===== config.mk =====
export PLATFORM = sky130hd
export DESIGN_NAME = ahb_async_sram_ctrl
export DESIGN_NICKNAME = d
export VERILOG_FILES = /design/src/rtl/ahb_async_sram_ctrl.sv
export SDC_FILE = /design/constraint.sdc
export NUM_CORES = 1
export LEC_CHECK = 0
export ABC_AREA = 1
export ABC_CLOCK_PERIOD_IN_PS = 1800
export CORE_MARGIN = 4
export CORE_UTILIZATION = 57
export DETAILED_ROUTE_END_ITERATION = 6
export DONT_BUFFER_PORTS = 1
export GPL_TIMING_DRIVEN = 0
export PLACE_DENSITY = 0.73
export SETUP_SLACK_MARGIN = 0.02
export SLEW_MARGIN = 30
export SYNTH_ARGS = -nofsm -noshare
export SYNTH_HDL_FRONTEND = slang
export SYNTH_SLANG_ARGS = --single-unit

===== constraint.sdc =====
create_clock -name clk -period 1.8 [get_ports clk]
set_input_delay 0.18 -clock clk [delete_from_list [all_inputs] [get_ports clk]]
set_output_delay 0.18 -clock clk [all_outputs]
set_load 0.01 [all_outputs]

===== src/rtl/ahb_async_sram_ctrl.sv =====
// rtl/ahb_async_sram_ctrl.sv - AHB-Lite slave driving a 16-bit asynchronous SRAM PHY
// Word transfers are split into two halfword beats; beat 0 is driven straight from the address phase.
module ahb_async_sram_ctrl #(
    parameter int N_SRAM_A  = 18,
    parameter int N_SRAM_DQ = 16
) (
    input  logic                clk,
    input  logic                rst,
    input  logic                ahbls_hready,
    output logic                ahbls_hready_resp,
    output logic                ahbls_hresp,
    input  logic [31:0]         ahbls_haddr,
    input  logic                ahbls_hwrite,
    input  logic [1:0]          ahbls_htrans,
    input  logic [2:0]          ahbls_hsize,
    input  logic [31:0]         ahbls_hwdata,
    output logic [31:0]         ahbls_hrdata,
    output logic [N_SRAM_A-1:0] ctrl_addr,
    output logic [15:0]         ctrl_dq_out,
    output logic [15:0]         ctrl_dq_oe,
    input  logic [15:0]         ctrl_dq_in,
    output logic                ctrl_ce_n,
    output logic                ctrl_we_n,
    output logic                ctrl_oe_n,
    output logic [1:0]          ctrl_byte_n
);

    typedef enum logic [2:0] {
        S_IDLE,
        S_W1,
        S_R1,
        S_R2,
        S_R3
    } state_t;

    state_t                state_q, state_d;
    logic [N_SRAM_A-1:0]   addr_q, addr_d;
    logic [N_SRAM_DQ-1:0]  dq_q, dq_d;
    logic [31:0]           hrdata_q, hrdata_d;
    logic [15:0]           lo_q, lo_d;
    logic                  word_q, word_d;
    logic                  wr_pend_q, wr_pend_d;
    logic                  wr_sel_q, wr_sel_d;
    logic                  rd_pend_q, rd_pend_d;

    logic                  accept;
    logic                  start;
    logic                  is_word;
    logic [N_SRAM_A-1:0]   beat0_addr;
    logic                  unused_bits;

    assign unused_bits = &{1'b0, ahbls_haddr[31:N_SRAM_A+1], ahbls_htrans[0]};
    assign ahbls_hresp = 1'b0;
    assign ctrl_addr   = addr_d;
    assign ctrl_dq_out = dq_d;
    assign ahbls_hrdata = hrdata_d;

    always_comb begin
        // IDLE and R3 are the only cycles in which a data phase completes.
        accept     = (state_q == S_IDLE) || (state_q == S_R3);
        start      = !rst && accept && ahbls_hready && ahbls_htrans[1];
        is_word    = ahbls_hsize[2] | ahbls_hsize[1];
        beat0_addr = is_word ? {ahbls_haddr[N_SRAM_A:2], 1'b0} : ahbls_haddr[N_SRAM_A:1];

        state_d   = state_q;
        addr_d    = addr_q;
        dq_d      = dq_q;
        hrdata_d  = hrdata_q;
        lo_d      = lo_q;
        word_d    = word_q;
        wr_pend_d = 1'b0;
        wr_sel_d  = wr_sel_q;
        rd_pend_d = 1'b0;

        ctrl_ce_n         = 1'b1;
        ctrl_we_n         = 1'b1;
        ctrl_oe_n         = 1'b1;
        ctrl_byte_n       = 2'b11;
        ctrl_dq_oe        = 16'h0000;
        ahbls_hready_resp = accept;

        case (state_q)
            S_IDLE: begin
                if (wr_pend_q) dq_d = wr_sel_q ? ahbls_hwdata[31:16] : ahbls_hwdata[15:0];
                if (rd_pend_q) hrdata_d = {ctrl_dq_in, ctrl_dq_in};
            end
            S_W1: begin
                addr_d      = {addr_q[N_SRAM_A-1:1], 1'b1};
                ctrl_ce_n   = 1'b0;
                ctrl_we_n   = 1'b0;
                ctrl_byte_n = 2'b00;
                ctrl_dq_oe  = 16'hffff;
                dq_d        = ahbls_hwdata[15:0];
                wr_pend_d   = 1'b1;
                wr_sel_d    = 1'b1;
                state_d     = S_IDLE;
            end
            S_R1: begin
                if (word_q) begin
                    addr_d      = {addr_q[N_SRAM_A-1:1], 1'b1};
                    ctrl_ce_n   = 1'b0;
                    ctrl_oe_n   = 1'b0;
                    ctrl_byte_n = 2'b00;
                    state_d     = S_R2;
                end else begin
                    rd_pend_d = 1'b1;
                    state_d   = S_IDLE;
                end
            end
            S_R2: begin
                lo_d    = ctrl_dq_in;
                state_d = S_R3;
            end
            S_R3: begin
                hrdata_d = {ctrl_dq_in, lo_q};
                state_d  = S_IDLE;
            end
            default: state_d = S_IDLE;
        endcase

        if (start) begin
            addr_d    = beat0_addr;
            ctrl_ce_n = 1'b0;
            word_d    = is_word;
            if (ahbls_hsize == 3'd0) ctrl_byte_n = ahbls_haddr[0] ? 2'b01 : 2'b10;
            else                     ctrl_byte_n = 2'b00;
            if (ahbls_hwrite) begin
                ctrl_we_n  = 1'b0;
                ctrl_dq_oe = 16'hffff;
                if (is_word) begin
                    state_d = S_W1;
                end else begin
                    wr_pend_d = 1'b1;
                    wr_sel_d  = ahbls_haddr[1];
                    state_d   = S_IDLE;
                end
            end else begin
                ctrl_oe_n = 1'b0;
                state_d   = S_R1;
            end
        end

        // Reset silences the PHY immediately, including any registered beat 1.
        if (rst) begin
            ctrl_ce_n   = 1'b1;
            ctrl_we_n   = 1'b1;
            ctrl_oe_n   = 1'b1;
            ctrl_byte_n = 2'b11;
            ctrl_dq_oe  = 16'h0000;
            addr_d      = addr_q;
            dq_d        = dq_q;
            hrdata_d    = hrdata_q;
        end
    end

    always_ff @(posedge clk) begin
        if (rst) begin
            state_q   <= S_IDLE;
            addr_q    <= '0;
            dq_q      <= '0;
            hrdata_q  <= '0;
            lo_q      <= '0;
            word_q    <= 1'b0;
            wr_pend_q <= 1'b0;
            wr_sel_q  <= 1'b0;
            rd_pend_q <= 1'b0;
        end else begin
            state_q   <= state_d;
            addr_q    <= addr_d;
            dq_q      <= dq_d;
            hrdata_q  <= hrdata_d;
            lo_q      <= lo_d;
            word_q    <= word_d;
            wr_pend_q <= wr_pend_d;
            wr_sel_q  <= wr_sel_d;
            rd_pend_q <= rd_pend_d;
        end
    end

endmodule


Word-level counts from Yosys, hierarchy flattened:

Index checks and enable logic that the tools add are counted.

* input port bits: 89
* register bits after elaboration: 89
* output and inout bits: 89

* bitwise operators: 2
* muxes and demuxes: 47
* eq/ne operators: 5
* reduce and logical (&&, ||, !) cells: 8

Operators with widths (number)
* 2-to-1 mux 16 bit: 7
* 2-to-1 mux 32 bit: 2
* one-hot mux 32 bit (2 select lines): 1
* 2-to-1 mux 18 bit: 2
* one-hot mux 16 bit (2 select lines): 1
* 2-to-1 mux 1 bit: 22
* 2-to-1 mux 2 bit: 6
* one-hot mux 3 bit (3 select lines): 1
* equality test 3 x 2 -> 1 bit (second input constant): 2
* logical NOT 3 bit: 2
* 2-to-1 mux 3 bit: 2
* one-hot mux 1 bit (2 select lines): 2
* one-hot mux 2 bit (2 select lines): 1
* equality test 3 x 1 -> 1 bit (second input constant): 1
* equality test 3 bit (second input constant): 1
* logical AND 1 bit: 3
* != test 2 bit (second input constant): 1
* OR reduction 2 bit: 1
* logical NOT 1 bit: 1
* logical OR 1 bit: 1
* inverter 1 bit: 1
* OR 1 bit: 1

Longest topological paths before layout:

Gate-level depths: netlist of run 1.

* depth in word-level cells: 7
* depth in mapped cells: 10
* depth with buffers taken out: 8

Worst setup path before layout of run 1:

OpenSTA, ideal clock, no wires.

* kind: reg-to-output
* from: register state_q[0]
* to: output port ctrl_dq_oe[10]
* cell stages (with the launch flop): 9
* slack: -45 ps
* arrival time: 1665 ps
* cell sequence: dfxtp_1 buf_4 nor2_4 nand3_2 buf_2 nor2_2 o21ai_1 inv_1 buf_4

* longest elaborated chain between the ends: 7
* elaborated cells on any way between the ends: 11
* those cells by class: eq/ne: 2; mux: 4; reduce/logical: 5

RTL lines
* from (decl): line 36 `state_t state_q, state_d;`
* from (signal assigned): line 168 `state_q <= state_d;`
* equality test 3 bit or logical NOT 3 bit (tied branches): line 60 `accept = (state_q == S_IDLE) || (state_q == S_R3);`
* logical OR 1 bit: line 60
* logical AND 1 bit (3 in series): line 61 `start = !rst && accept && ahbls_hready && ahbls_htrans[1];`
* 2-to-1 mux 16 bit *: line 121 `if (start) begin`
* 2-to-1 mux 16 bit *: line 144 `if (rst) begin`
* to (decl): line 20 `output logic [15:0] ctrl_dq_oe,`

Mark *: on every way between the ends. The rest lies on a longest branch, timed or not.

Worst setup path in the final report of run 1:

* from: register state_q[1]
* to: output port ahbls_hrdata[26]

* longest elaborated chain between the ends: 3
* elaborated cells on any way between the ends: 4
* those cells by class: eq/ne: 1; mux: 2; reduce/logical: 1

RTL lines
* equality test 3 bit or logical NOT 3 bit (tied branches): line 82 `case (state_q)`
* one-hot mux 32 bit (2 select lines) *: line 82
* 2-to-1 mux 32 bit *: line 144
* to (decl): line 17 `output logic [31:0] ahbls_hrdata,`

Marked as above.

==> results.cfg, run 1 <==
[final_layout]
layout_common_cells = nand2_1 (235), inv_1 (164), dfxtp_1 (84)
fin_area_um2 = 7820
syn_to_final_growth_pct = 40.7
fin_cells = 1158
n_antenna_cell = 0
drive_gt1_share_pct = 29.6
n_fill_cell = 594
utilization_pct = 83.4
final_common_cell = nand2_1
nNetsFinal = 1113

[routing]
wl_per_cell_um = 17.8
drtPass1Iterations = 7
post-route-drc-count = 1
final_antenna_net_count = 0
finalWirelength_um = 20600
vias_per_cell = 5.66
vias = 6559
drtIter0Drc = 730

[status]
violations = design-rule violations, negative setup slack
status = finished with violations

[timing]
tightest_slew_ns = 0.797
fmax_mhz = 498
fin_skew_ns = 0.0153
finalCritPeriodShare_pct = 111
whs_ns = 0.0236
slew_viol_final = 0
timing.setup.tns_ns = -9.43
rsz0062_at_grt = true
fin_ws_ns = -0.207
setup_violations = 85
max_slew_margin_pct = 46.9
final_hold_viol_count = 0
period_needed_ns = 2.01

[global_route]
overflow = 0
grt_pass1_wl_um = 27400
grt.total_usage_pct = 29.4
grt_pass1_vias = 5714
antenna_found_initial = 0
grt_max_degree = 15

[setup_path]
critPathMaxFanout = 8
worstSetupPathType = reg2out
end_kind = primary output
cp.arrival_ns = 1.83
cp_data_required_time_ns = 1.62
crit_path_start_kind = flip-flop

[synthesis]
syn_inst = 943
ys_warn_count = 0
avgSynthCellArea_um2 = 5.89
synth_area_um2 = 5560
ys_seq_elements = 89
ys_types = 28
syn-num-nets = 1032
ys_seq_area_share_pct = 32.1

[clock_network]
clockBufferDepth = 2
cts_buffers = 9
cts-root-buf = clkbuf_8
cts_max_level = 3
clock_latency_ns = 0.37
clk_pin_slew_ns = 0.10
cts_sinks = 89
cts_tree = done

[placed_design]
hpwl_um = 11300
placedCellCount = 1072
io_buffers = 0
gp_congestion = 0.873
dpl_cell_area_um2 = 5720

[die]
placementRows = 35
dieWidth_um = 107
dieHeight_um = 107
initial_utilization_pct = 59.3
design.core.area_um2 = 9370
io_pins = 178
dieArea_um2 = 11400

[power]
leakage_nw = 3.87
power_density_nw_per_um2 = 593
ir_drop_v = 0.000508

[min_path]
min_path_type = in2reg

[run]
max_cap_viol_count = 0
-- synthesized netlist by cell type (all sizes together) --
library cell  count  area (µm²)
nor3              3        31.3
o21a              1        7.51
buf              48         302
a211oi           17         128
inv             183         687
nor2             54         225
o21ai            62         310
nand3            39         200
o211ai           20         170
conb              1        3.75
nand3b            2        15.0
a21oi            68         340
clkbuf           19        71.3
nand2           336        1280
nand4             1        6.26
dfxtp            89        1780
-- power breakdown --
| part | internal [mW] | switching, mW | total (mW) |
|---|---|---|---|
| combinational | 0.338 | 0.553 | 0.892 |
| sequential | 2.01 | 0.0239 | 2.03 |
| clock | 0.960 | 0.754 | 1.71 |
| total | 3.31 | 1.33 | 4.64 |
-- per-layer routing --
| layer | vias up | track usage [%] | part of all wire [%] | wire length, µm |
|---|---|---|---|---|
| met2 | 395 | 49.7 | 50 | 10300 |
| met4 | 0 | 11.4 | 4.2 | 866 |
| met3 | 93 | 6.38 | 9.3 | 1930 |
| li1 | 3023 | - | - | - |
| met5 | - | 0 | 0 | 0 |
| met1 | 3048 | 36.5 | 37 | 7590 |
-- per-stage QoR --
stage / worst slack, ns / total power [mW]
2_1_floorplan: 0.0924 / 2.48
3_3_place_gp: -0.127 / 2.58
3_5_place_dp: -0.202 / 2.60
4_1_cts: -0.138 / 4.38
5_1_grt: -0.266 / 4.81
6_report: -0.207 / 4.64
-- state kept, by name (all words and copies together), names as in the netlist --
register,flops
addr_q,18
lo_q,16
hrdata_q,32
wr_pend_q,1
wr_sel_q,1
word_q,1
rd_pend_q,1
state_q,3
dq_q,16
-- critical path, cell delays in order (launching register included) --
cell and delay, ns:
dfxtp_4 0.39, inv_4 0.09, nand2_8 0.07, nor2_4 0.20
buf_8 0.19, buf_6 0.14, nand2_1 0.06, nand2_1 0.11
o21ai_2 0.08, nand2_2 0.14
-- final timing paths --
| check | start | to | slack [ns] | depth (start not counted) |
|---|---|---|---|---|
| max | state_q[1]$_SDFFE_PP0P_ | ahbls_hrdata[26] | -0.21 | 9 |
| min | ahbls_hwdata[10] | dq_q[10]$_SDFF_PP0_ | 0.02 | 4 |
| max reg2reg | state_q[0]$_SDFFE_PP0P_ | lo_q[8]$_SDFFE_PP0P_ | 0.13 | 7 |
| min reg2reg | word_q$_SDFFE_PP0P_ | rd_pend_q$_SDFF_PP0_ | 0.51 | 1 |
-- kinds of logic after synthesis --
family	Yosys count	synth area share, %
buffers and inverters	250	19.1
other	1	0.0675
AOI/OAI and AO/OA	168	17.2
and+or+nand+nor	435	31.6
DFF	89	32.1
-- area by class of cell --
| cell class | count | area [µm²] | area share [%] |
|---|---|---|---|
| Buffer | 63 | 507 | 6.48 |
| Clock buffer | 11 | 141 | 1.81 |
| Clock inverter | 5 | 103 | 1.31 |
| Inverter | 183 | 712 | 9.11 |
| Multi-Input combinational cell | 604 | 3620 | 46.3 |
| Sequential cell | 89 | 1800 | 23.0 |
| Tap cell | 129 | 161 | 2.06 |
| Timing Repair Buffer | 73 | 771 | 9.86 |
| Timing Repair inverter | 1 | 7.51 | 0.0960 |
-- repair_timing --
item / in CTS / in global routing
pin swaps: 8 / 87
cloned: 4 / 5
hold endpoints to repair: 28 / 3
hold buffers: 28 / 3
setup endpoints to repair: 87 / 86
gates resized for setup: 125 / 213
buffers inserted: 14 / 21
Note: power is estimated with default switching activity, not from simulation.
==> run 2, diff against run 1 <==
--- a/config.mk
+++ b/config.mk
@@ -18,3 +18,4 @@
 export SYNTH_ARGS = -nofsm -noshare
 export SYNTH_HDL_FRONTEND = slang
 export SYNTH_SLANG_ARGS = --single-unit
+export TNS_END_PERCENT = 5
==> constraint.sdc (replaced) <==
create_clock -name clk -period 1.8 [get_ports clk]
set_input_delay 0.09 -clock clk [delete_from_list [all_inputs] [get_ports clk]]
set_output_delay 0.09 -clock clk [all_outputs]
set_load 0.01 [all_outputs]
==> results.cfg, run 2 (synthesis gave the netlist of run 1 again) <==
[status]
status = finished with violations
violations = design-rule violations, negative setup slack

[timing]
period_needed_ns = 1.96
fmax_mhz = 511
setup_violations = 60
finalCritPeriodShare_pct = 109
rsz0062_at_grt = true
final_hold_viol_count = 0
max_slew_margin_pct = 60.6
tightest_slew_ns = 0.591
slew_viol_final = 0
fin_ws_ns = -0.159
fin_skew_ns = 0.0104

[clock_network]
clockBufferDepth = 2
clock_latency_ns = 0.37
cts_sinks = 89
cts-root-buf = clkbuf_8
cts_max_level = 3
clk_pin_slew_ns = 0.09
cts_buffers = 9
cts_tree = done

[setup_path]
cp.arrival_ns = 1.87
crit_top_cell = buf_6
critPathMaxFanout = 7
worstSetupEndpoint = ctrl_dq_oe[9]
r2r-end = wr_sel_q$_SDFF_PP0_
slowest_stage = dfxtp_2
crit_chain = buf_6, nor2_4, nand3_2, buf_6, nor2_4, o21ai_4, clkinvlp_4, buf_6
worstSetupPathType = reg2out
crit_path_start_kind = flip-flop
worst_r2r_path_depth = 9
cp_data_required_time_ns = 1.71
r2r-start = state_q[2]$_SDFFE_PP0P_
slowest_delay_ns = 0.33
ff2ff_setup_slack_ns = 0.21
end_kind = primary output
startpoint = state_q[0]$_SDFFE_PP0P_

[power]
seqPwrFrac_pct = 48.1
total_power_mw = 4.22
ir_drop_v = 0.000492
p_comb_share_pct = 18.1
swShare_pct = 30.0
pwr-share-clk_pct = 33.8
leakage_nw = 3.61
power_density_nw_per_um2 = 602
power_switching_mw = 1.27
cell_internal_pwr_mw = 2.95

[placed_design]
io_buffers = 0
hpwl_um = 11500
placedCellCount = 1072
dpl_cell_area_um2 = 5720
gp_congestion = 0.900

[final_layout]
regMostFlops = hrdata_q
syn_to_final_growth_pct = 26.3
reg_top3 = hrdata_q: 32 flops, addr_q: 18 flops
layout_common_cells = nand2_1 (297), inv_1 (166), dfxtp_1 (86)
nNetsFinal = 1110
largest_register_ffs = 32
final_common_cell = nand2_1
n_antenna_cell = 0
fin_area_um2 = 7020
drive_gt1_share_pct = 18.4
fin_cells = 1155

[routing]
post-route-drc-count = 4
finalWirelength_um = 18000
drtPass1Iterations = 7
final_antenna_net_count = 0
vias = 6145
drtIter0Drc = 538
wl_per_cell_um = 15.6
vias_per_cell = 5.32

[die]
dieArea_um2 = 11400
dieHeight_um = 107
design.core.area_um2 = 9370
dieWidth_um = 107
initial_utilization_pct = 59.3
placementRows = 35
io_pins = 178

[global_route]
grt_max_degree = 17
antenna_found_initial = 0
overflow = 0
grt_pass1_vias = 5663
grt_pass1_wl_um = 27300
grt.total_usage_pct = 29.4

[min_path]
min_path_type = in2reg

[run]
max_cap_viol_count = 0
==> run 2: cell types whose count changed in the layout (fill, tap and decap cells not counted), sizes merged <==
cell | previous run | this run
buf | 84 | 61
bufinv | 3 | 1
clkbuf | 32 | 30
clkinv | 1 | 4
clkinvlp | 2 | 3
dlygate4sd3 | 31 | 50
inv | 183 | 184
==> run 2: routing by layer <==
| metal | track usage (%) | vias to the layer above | routed length (µm) |
|---|---|---|---|
| met5 | 0 | - | 0 |
| met4 | 10.5 | 0 | 449 |
| met3 | 5.12 | 54 | 1430 |
| met2 | 51.3 | 309 | 8860 |
| met1 | 36.5 | 2769 | 7240 |
| li1 | - | 3013 | - |
==> run 2: worst max-delay path, delay by kind of cell, from the launching register on <==
family | cells | cell delay, ns
flops | 1 | 0.33
simple gates | 3 | 0.16
buf+inv | 4 | 0.72
compound gates | 1 | 0.29
==> run 2: what timing repair did <==
item | 4_1_cts | 5_1_grt
endpoints found under the setup margin | 87 | 85
hold endpoints to repair | 65 | 0
pin swaps | 7 | 4
hold buffers | 50 | 0
gates resized for setup | 85 | 64
gates cloned | 2 | 0
setup buffers | 9 | 6
==> run 2: worst min path at each step <==
stage,depth (start not counted),startpoint,to,slack [ns]
5_1_grt,4,ctrl_dq_in[2],hrdata_q[18]$_SDFF_PP0_,0.02
3_3_place_gp,2,ctrl_dq_in[2],lo_q[2]$_SDFFE_PP0P_,0.23
6_report,4,ctrl_dq_in[2],hrdata_q[18]$_SDFF_PP0_,0.03
2_1_floorplan,2,ctrl_dq_in[0],lo_q[0]$_SDFFE_PP0P_,0.22
3_5_place_dp,2,ctrl_dq_in[6],lo_q[6]$_SDFFE_PP0P_,0.23
4_1_cts,4,ctrl_dq_in[2],hrdata_q[18]$_SDFF_PP0_,0.003
==> run 2: metrics by stage <==
step / hold slack, ns / TNS [ns] / utilization [%] / worst slack, ns
6_report: 0.0307 / -2.83 / 74.9 / -0.159
4_1_cts: 0.00283 / -2.60 / 72.1 / -0.145
3_5_place_dp: 0.234 / -3.52 / 61.0 / -0.239
2_1_floorplan: 0.225 / 0 / - / 0.0454
3_3_place_gp: 0.231 / -2.72 / 61.0 / -0.181
5_1_grt: 0.0219 / -8.99 / 74.9 / -0.236
==> run 2: final cells by class <==
cell class                      instances  area, µm²
Multi-Input combinational cell        604       3030
Fill cell                             773       2350
Timing Repair Buffer                   65        617
Clock inverter                          7       78.8
Inverter                              183        701
Sequential cell                        89       1790
Clock buffer                            9        124
Buffer                                 67        507
Timing Repair inverter                  2       15.0
Tap cell                              129        161
==> run 2: power groups by stage <==
stage | Sequential (mW) | Combinational [mW] | Clock (mW)
6_report | 2.03 | 0.765 | 1.43
5_1_grt | 2.04 | 0.826 | 1.54
4_1_cts | 2.03 | 0.673 | 1.45
3_5_place_dp | 2.08 | 0.520 | 0
3_3_place_gp | 2.08 | 0.505 | 0
2_1_floorplan | 2.07 | 0.411 | 0
